`src/rtl/fgpio_pattern_sched.sv`:
```
// Timed FGPIO command scheduler: a small FIFO of delayed commands replayed cycle-exactly onto the
// shared FGPIO port, with live core requests passed through whenever no pattern command is issuing.
// Build option FGPIO_SCHED_LOOP_EN: stored pattern replays cyclically instead of being consumed.
module fgpio_pattern_sched #(
  parameter int CMD_DEPTH = 4,
  parameter int DLY_W     = 16,
  parameter int CNT_W     = 16
) (
  input  logic             clk_neg_i,
  input  logic             rst_ni,
  input  logic             core_req_i,
  input  logic [6:0]       core_funct7_i,
  input  logic [31:0]      core_rs1_i,
  input  logic [31:0]      core_rs2_i,
  output logic             core_ack_o,
  output logic             core_error_o,
  output logic [31:0]      core_rd_o,
  input  logic             cmd_valid_i,
  output logic             cmd_ready_o,
  input  logic [6:0]       cmd_funct7_i,
  input  logic [31:0]      cmd_rs1_i,
  input  logic [31:0]      cmd_rs2_i,
  input  logic [DLY_W-1:0] cmd_delay_i,
  input  logic             run_i,
  input  logic             flush_i,
  output logic             busy_o,
  output logic             done_o,
  output logic             err_o,
  output logic [CNT_W-1:0] issue_cnt_o,
  output logic             fgpio_req_o,
  output logic [6:0]       fgpio_funct7_o,
  output logic [31:0]      fgpio_rs1_o,
  output logic [31:0]      fgpio_rs2_o,
  input  logic             fgpio_ack_i,
  input  logic             fgpio_error_i,
  input  logic [31:0]      fgpio_rd_i
);
  localparam int PTR_W = $clog2(CMD_DEPTH);
  localparam int OCC_W = PTR_W + 1;
`ifdef FGPIO_SCHED_LOOP_EN
  localparam bit LOOP_EN = 1'b1;
`else
  localparam bit LOOP_EN = 1'b0;
`endif

  typedef enum logic [1:0] {S_IDLE, S_LOAD, S_WAIT, S_ISSUE} state_e;
  typedef struct packed {
    logic [6:0]       funct7;
    logic [31:0]      rs1;
    logic [31:0]      rs2;
    logic [DLY_W-1:0] delay;
  } cmd_t;

  state_e           r_state, w_state_nxt;
  cmd_t             r_mem [CMD_DEPTH];
  cmd_t             r_cur;
  logic [PTR_W-1:0] r_rd_ptr, r_wr_ptr, w_rd_ptr_nxt;
  logic [OCC_W-1:0] r_count, w_count_nxt;
  logic [DLY_W-1:0] r_cnt;
  logic             r_err;
  logic [CNT_W-1:0] r_issue_cnt;
  logic             w_full, w_empty, w_issue, w_push, w_pop, w_last;

  assign w_full       = (r_count == OCC_W'(CMD_DEPTH));
  assign w_empty      = (r_count == '0);
  assign w_issue      = (r_state == S_ISSUE);
  // In loop mode the stored pattern is frozen while it plays.
  assign cmd_ready_o  = !w_full && !flush_i && !(LOOP_EN && (r_state != S_IDLE));
  assign w_push       = cmd_valid_i && cmd_ready_o;
  assign w_pop        = w_issue && !LOOP_EN;
  assign w_last       = (OCC_W'(r_rd_ptr) == (r_count - OCC_W'(1)));
  assign w_rd_ptr_nxt = (LOOP_EN && w_last) ? '0 : r_rd_ptr + PTR_W'(1);
  assign w_count_nxt  = r_count + OCC_W'(w_push) - OCC_W'(w_pop);

  assign busy_o      = (r_state != S_IDLE);
  assign err_o       = r_err;
  assign issue_cnt_o = r_issue_cnt;

  // The pattern owns FGPIO only during ISSUE; its read data is discarded.
  assign fgpio_req_o    = w_issue ? 1'b1         : core_req_i;
  assign fgpio_funct7_o = w_issue ? r_cur.funct7 : core_funct7_i;
  assign fgpio_rs1_o    = w_issue ? r_cur.rs1    : core_rs1_i;
  assign fgpio_rs2_o    = w_issue ? r_cur.rs2    : core_rs2_i;
  assign core_ack_o     = w_issue ? 1'b0         : fgpio_ack_i;
  assign core_error_o   = w_issue ? 1'b0         : fgpio_error_i;
  assign core_rd_o      = w_issue ? '0           : fgpio_rd_i;

  // NOTE: every output of this block gets a default first, so no path can infer a latch.
  always_comb begin
    w_state_nxt = r_state;
    done_o      = 1'b0;
    case (r_state)
      S_IDLE:  if (run_i && !w_empty && !r_err) w_state_nxt = S_LOAD;
      S_LOAD:  w_state_nxt = S_WAIT;
      S_WAIT: begin
        if (!run_i)              w_state_nxt = S_IDLE;
        else if (r_cnt == '0)    w_state_nxt = S_ISSUE;
      end
      S_ISSUE: begin
        if (fgpio_error_i) begin
          w_state_nxt = S_IDLE;
        end else if (w_count_nxt == '0) begin
          done_o      = !LOOP_EN;
          w_state_nxt = S_IDLE;
        end else if (run_i) begin
          w_state_nxt = S_LOAD;
        end else begin
          w_state_nxt = S_IDLE;
        end
      end
      default: w_state_nxt = S_IDLE;
    endcase
    if (flush_i) w_state_nxt = S_IDLE;
  end

  // NOTE: non-blocking assignments so every register samples the pre-edge values of the others.
  always_ff @(posedge clk_neg_i or negedge rst_ni) begin
    if (!rst_ni) begin
      r_state     <= S_IDLE;
      r_rd_ptr    <= '0;
      r_wr_ptr    <= '0;
      r_count     <= '0;
      r_cnt       <= '0;
      r_err       <= 1'b0;
      r_issue_cnt <= '0;
      r_cur       <= '0;
    end else begin
      r_state <= w_state_nxt;
      if (w_issue) r_issue_cnt <= r_issue_cnt + CNT_W'(1);
      if (flush_i) begin
        r_rd_ptr <= '0;
        r_wr_ptr <= '0;
        r_count  <= '0;
        r_err    <= 1'b0;
      end else begin
        if (w_push)                  r_wr_ptr <= r_wr_ptr + PTR_W'(1);
        if (w_issue)                 r_rd_ptr <= w_rd_ptr_nxt;
        if (w_issue && fgpio_error_i) r_err   <= 1'b1;
        r_count <= w_count_nxt;
      end
      if (r_state == S_LOAD) begin
        r_cur <= r_mem[r_rd_ptr];
        r_cnt <= r_mem[r_rd_ptr].delay;
      end else if ((r_state == S_WAIT) && (r_cnt != '0)) begin
        r_cnt <= r_cnt - DLY_W'(1);
      end
    end
  end

  // NOTE: storage is deliberately unreset; occupancy and pointers alone define which entries are live.
  always_ff @(posedge clk_neg_i) begin
    if (w_push) r_mem[r_wr_ptr] <= {cmd_funct7_i, cmd_rs1_i, cmd_rs2_i, cmd_delay_i};
  end
endmodule

```
`config.mk`:
```
export PLATFORM = sky130hd
export DESIGN_NAME = fgpio_pattern_sched
export DESIGN_NICKNAME = d
export VERILOG_FILES = /design/src/rtl/fgpio_pattern_sched.sv
export SDC_FILE = /design/constraint.sdc
export NUM_CORES = 1
export LEC_CHECK = 0
export BUFFER_PORTS_ARGS = -buffer_cell sky130_fd_sc_hd__buf_2
export CORE_MARGIN = 2
export CORE_UTILIZATION = 51
export CTS_CLUSTER_DIAMETER = 50
export CTS_CLUSTER_SIZE = 28
export DETAILED_ROUTE_END_ITERATION = 12
export GPL_TIMING_DRIVEN = 0
export HOLD_SLACK_MARGIN = 0.08
export PLACE_DENSITY = 0.84
export SKIP_LAST_GASP = 1
export SYNTH_ARGS = -nofsm -noshare
export SYNTH_HDL_FRONTEND = slang
export SYNTH_SLANG_ARGS = --single-unit
```
`constraint.sdc`:
```
create_clock -name clk_neg_i -period 3.1 [get_ports clk_neg_i]
set_input_delay 0.31 -clock clk_neg_i [delete_from_list [all_inputs] [get_ports clk_neg_i]]
set_output_delay 0.31 -clock clk_neg_i [all_outputs]
set_load 0.1 [all_outputs]
```
* Word level (Yosys, flattened, before mapping)
Memories as Yosys holds them, arrays and structs flattened. Index checks and enable logic that the tools add are counted.
Word-level totals: memories kept 1, register bits after elaboration 113, bits in writable memories 348, input port bits 198, output and inout bits 126
Cells by class: reductions and logical operators 21, $add $sub $neg 6, muxes and demuxes 29, equality and inequality tests 6
Memories:
- r_mem | depth 4, width 87, read ports 1, clocked after memory_dff 0, write ports 1, RTL line 55 | cmd_t r_mem [CMD_DEPTH];
Operators with widths (count):
- 32-bit two-way mux | 3
- 16-bit two-way mux | 2
- 16-bit by 1-bit adder with 16-bit output (second input constant) | 1
- 16-bit zero test | 1
- 2-bit two-way mux | 8
- 16-bit nonzero test | 1
- 16-bit by 1-bit subtractor with 16-bit output (second input constant) | 1
- 1-bit two-way mux | 13
- 2-bit nonzero test | 5
- 2-bit one-hot mux with 4 select lines | 1
- 7-bit two-way mux | 1
- 1-bit logical AND | 6
- 3-bit zero test | 2
- 2-bit by 1-bit adder with 2-bit output (second input constant) | 2
- 2-bit equality test (second input constant) | 2
- 1-bit zero test | 4
- 4-bit inequality test (second input constant) | 1
- 3-bit by 1-bit adder with 3-bit output | 1
- 3-bit equality test (second input constant) | 1
- 3-bit two-way mux | 1
- 3-bit inequality test (second input constant) | 1
- 3-bit by 1-bit subtractor with 3-bit output | 1
- 2-bit by 1-bit equality test with 1-bit output (second input constant) | 1
- 2-bit zero test | 1
- 2-bit AND reduction | 1

* Depth between registers and ports, before layout
depth after elaboration 11, gate-level depth with buffers 13

* Worst setup path before layout
Ideal clock, no wire load.
path type register to output, start point reg r_count[1], end point out done_o, buffers on the path 0, setup slack -2.891 ns, cell stages (with the launch flop) 13, arrival time 5.681 ns, data required time 2.790 ns, cell sequence dfrtp_1 -> nor2_1 -> a21oi_1 -> and2_1 -> inv_1 -> ha_1 -> inv_1 -> ha_1 -> inv_1 -> fa_1 -> xnor3_1 -> nand3b_1 -> nor3_1
On the way: cells in the longest elaborated chain, start to end 10
RTL lines:
- from (decl) | RTL line 58 | logic [OCC_W-1:0] r_count, w_count_nxt;
- from (signal assigned) | RTL line 139 | r_count <= w_count_nxt;
- 3-bit equality test | RTL line 64 | assign w_full = (r_count == OCC_W'(CMD_DEPTH));
- 1-bit zero test | RTL line 68 | assign cmd_ready_o = !w_full && !flush_i && !(LOOP_EN && (r_state != S_IDLE));
- 1-bit logical AND | RTL line 68
- via cmd_ready_o | RTL line 19 | output logic cmd_ready_o,
- 1-bit logical AND | RTL line 69 | assign w_push = cmd_valid_i && cmd_ready_o;
- 3-bit by 1-bit adder with 3-bit output | RTL line 73 | assign w_count_nxt = r_count + OCC_W'(w_push) - OCC_W'(w_pop);
- 3-bit by 1-bit subtractor with 3-bit output | RTL line 73
- 3-bit zero test | RTL line 102 | end else if (w_count_nxt == '0) begin
- 1-bit two-way mux | RTL line 102
- 1-bit two-way mux | RTL line 100 | if (fgpio_error_i) begin
- 1-bit two-way mux | RTL line 92 | case (r_state)
- to (decl) | RTL line 27 | output logic done_o,
The timed path passes the listed nets, and every way through them passes these cells.

* Worst setup path after layout
start point reg r_count[1], end point out done_o
On the way: cells in the longest elaborated chain, start to end 10
RTL lines (RTL line):
- 3-bit equality test | 64
- 1-bit zero test | 68
- 1-bit logical AND | 68
- 1-bit logical AND | 69
- 3-bit by 1-bit adder with 3-bit output * | 73
- 3-bit by 1-bit subtractor with 3-bit output * | 73
- 3-bit zero test * | 102
- 1-bit two-way mux * | 102
- 1-bit two-way mux * | 100
- 1-bit two-way mux * | 92
Mark *: on every way between the ends. The rest lies on a longest branch, timed or not.

==> results.toml <==
[setup_path]
timing.rr.start = "r_count[1]"
crit_start = "r_count[1]"
start_kind = "flip-flop"
reg2reg_depth = 15
critPathRequiredTime_ns = 2.79
r2r_slack_ns = 0.44
worstPathMaxFanout = 3
reg2reg_to = "r_state[0]"
cp.arrival_ns = 2.94
end_kind = "output pin"
crit_type = "flip-flop to output pin"

[sta]
skew_ns = 0.0290
rsz0062_at_grt = "yes"
hold_ws_ns = 0.164
max_freq_ghz = 0.308
worst_pin_slew_ns = 0.801
min_period_ns = 3.25
hold_viol = 0
min_period_over_period_pct = 105
slew_headroom_pct = 46.6
finalSetupViolations = 1
setup_ws_ns = -0.150
drv_slew = 0

[drt]
drc = 0
vias = 12300
firstDrtPassIters = 5
wl_per_cell_um = 20.4
routed_wl_um = 45700
postRouteAntennaNets = 0
drtIter0Drc = 937
vias_per_cell = 5.49

[logic_synthesis]
synth-seq-cells = 461
syn_inst = 1271
synthArstFlopShare_pct = 24.5
syn-num-nets = 1478
synth_compound_area_share_pct = 1.68
synth_top_family_by_area = "simple AND/OR/NAND/NOR gates"
yosysUniqueCellTypes = 61
avgSynthCellArea_um2 = 14.7
synth_edf_count = 348
synthesis.area_mm2 = 0.0187
yosysWarnings = 0
ys_seq_area_share_pct = 71.1
yosys-mux-area-fraction_pct = 10.7
synth_xor_area_share_pct = 0.918
synth-main-ff-cell = "edfxtp_1"
yosys.area_share.simple_pct = 13.0
synth_fa_ha_area_share_pct = 0.644

[clock_tree]
tritoncts = "done"
clockBufferDepth = 3
clk_pin_slew_ns = 0.07
root_buffer = "clkbuf_16"
clkLatencyLatePin_ns = 0.55
htree_num_levels = 2
cts.sinks = 461
numCtsBuffers = 39

[layout]
layout-drive-gt1-share_pct = 31.7
final_util_pct = 64.5
regArea_mm2 = 0.0133
multiInputGateArea_mm2 = 0.00511
nets = 1945
fillerInstances = 2517
area_growth_pct = 25.6

[floorplanning]
die_area_mm2 = 0.0381
start_util_pct = 51.3
core-area_mm2 = 0.0363
rows = 70
fp.dieW_um = 195
die_h_um = 195
ios = 324

[global_route]
grt_start_max_net_pins = 62
grt_pass1_vias = 12800
busiest_layer = "met2"
grtUsageMet3_pct = 4.56
gr-usage-met2_pct = 42.5
grt_overflow = 0
grtUsageMet1_pct = 30.6
antenna_found_initial = 2
grt_pass1_wl_um = 70700
grtUsageTotal_pct = 24.3

[pwr]
cellPowerDensity_mw_per_mm2 = 640
leakage_nw = 9.43
vdd_drop_max_mv = 0.665

[placement]
dp_hpwl_um = 29400
dp_slack_ns = -0.692
gp_congestion = 0.855
port_buffers = 323

[min_path]
min_to = "err_o"
worstHoldStart = "fgpio_error_i"
hold_class = "input port to flip-flop"
whs_path_depth = 3

[status]
status = "finished with violations"
violations = "setup timing"

[flow_run]
cap_violations = 0
placed cells by master, fill, tap and decap left out, types with 5 or more instances in the layout:
cell,netlist,final
xnor2_1,12,12
edfxtp_1,348,348
buf_6,3,6
dfrtp_1,113,113
nor2_1,19,18
ha_1,8,6
a21oi_1,9,8
clkbuf_1,24,23
and2_1,38,37
inv_1,13,9
buf_4,4,15
nor3_1,7,6
buf_2,23,335
inv_6,0,8
clkbuf_4,0,10
buf_16,0,5
nand4_1,8,8
xor2_1,5,5
clkbuf_2,1,6
nand2_1,453,452
inv_8,0,7
dlygate4sd3_1,0,89
o21ai_0,5,5
nand3_1,10,10
clkbuf_16,0,40
mux4_2,87,87
layer usage:
layer  part of all wire, %  routed length (µm)
met1                    39               17700
met2                    51               23300
met3                   7.3                3340
met4                   3.2                1460
met5                     0                   0
how the worst max path moves through the flow:
stage                        end  slack [ns]  cells after the start
final                     done_o       -0.15                     13
after global routing      done_o       -0.25                     13
after CTS                 done_o       -0.16                     13
after detailed placement  done_o       -0.69                     13
after global placement    done_o       -0.57                     13
after floorplan           done_o       -0.51                     12
repair_timing:
item                                    CTS  global route
hold buffers                             89             0
endpoints found under the setup margin   71            39
resized for setup                        24            17
hold endpoints to repair                401             0
setup buffers                             9             1
pin swaps                                 5             1
sequential cells by signal (all words and copies together) (netlist names):
name	count
r_cur	71
issue_cnt_o	16
r_wr_ptr	2
err_o	1
r_cnt	16
r_state	2
r_mem	348
r_rd_ptr	2
r_count	3
stage by stage:
stage	total power, W	std cells	TNS, ns	instance area, µm²
after floorplan	0.00936	1271	-0.511	18700
after global placement	0.00987	2062	-0.735	20900
after detailed placement	0.0100	2067	-0.892	21100
after CTS	0.0150	2235	-0.163	23400
after global routing	0.0156	2236	-0.255	23400
final	0.0150	2237	-0.150	23400
layout make-up:
cell class              instances  share of cell area [%]
clock buffers                  42                    4.21
repair buffers                427                    11.8
diodes                          2                  0.0214
flip-flops and latches        461                    56.7
well taps                     468                    2.50
inverters                      13                   0.230
multi-input cells             733                    21.8
clock inverters                28                    1.27
plain buffers                  63                    1.50
synth_stat cells, types with 8 or more instances:
cell      count  area share, %
nand3_1      10           0.27
nor2_1       19           0.38
a21oi_1       9           0.24
nand4_1       8           0.27
nand2_1     453            9.1
clkbuf_1     24           0.48
mux4_2       87             10
edfxtp_1    348             56
buf_1         9           0.18
xnor2_1      12           0.56
dfrtp_1     113             15
ha_1          8           0.54
buf_2        23           0.62
and2_1       38            1.3
inv_1        13           0.26
power breakdown:
part           internal [W]  leakage (nW)  switching [W]
logic              0.000735          4.22        0.00148
registers           0.00739          4.59       0.000448
clock network       0.00254         0.621        0.00242
kinds of logic (layout without fill, tap and decap cells):
| kind of cell | after synthesis | after routing |
|---|---|---|
| adders and majority gates | 9 | 9 |
| muxes | 91 | 91 |
| buffers and inverters | 77 | 573 |
| xor gates and xnor gates | 18 | 18 |
| and+or+nand+nor | 571 | 571 |
| other | 0 | 2 |
| DFF | 461 | 461 |
| AOI/OAI and AO/OA | 44 | 44 |
critical path, cell delays in order (launching register included):
cell	delay, ns
dfrtp_1	0.40
nor2_2	0.16
a21oi_4	0.08
and2_4	0.16
inv_2	0.06
ha_4	0.19
inv_2	0.06
ha_4	0.11
inv_2	0.03
fa_2	0.32
xnor3_1	0.23
nand3b_1	0.19
nor3_4	0.20
buf_12	0.20
Note: power is estimated with default switching activity, not from simulation.
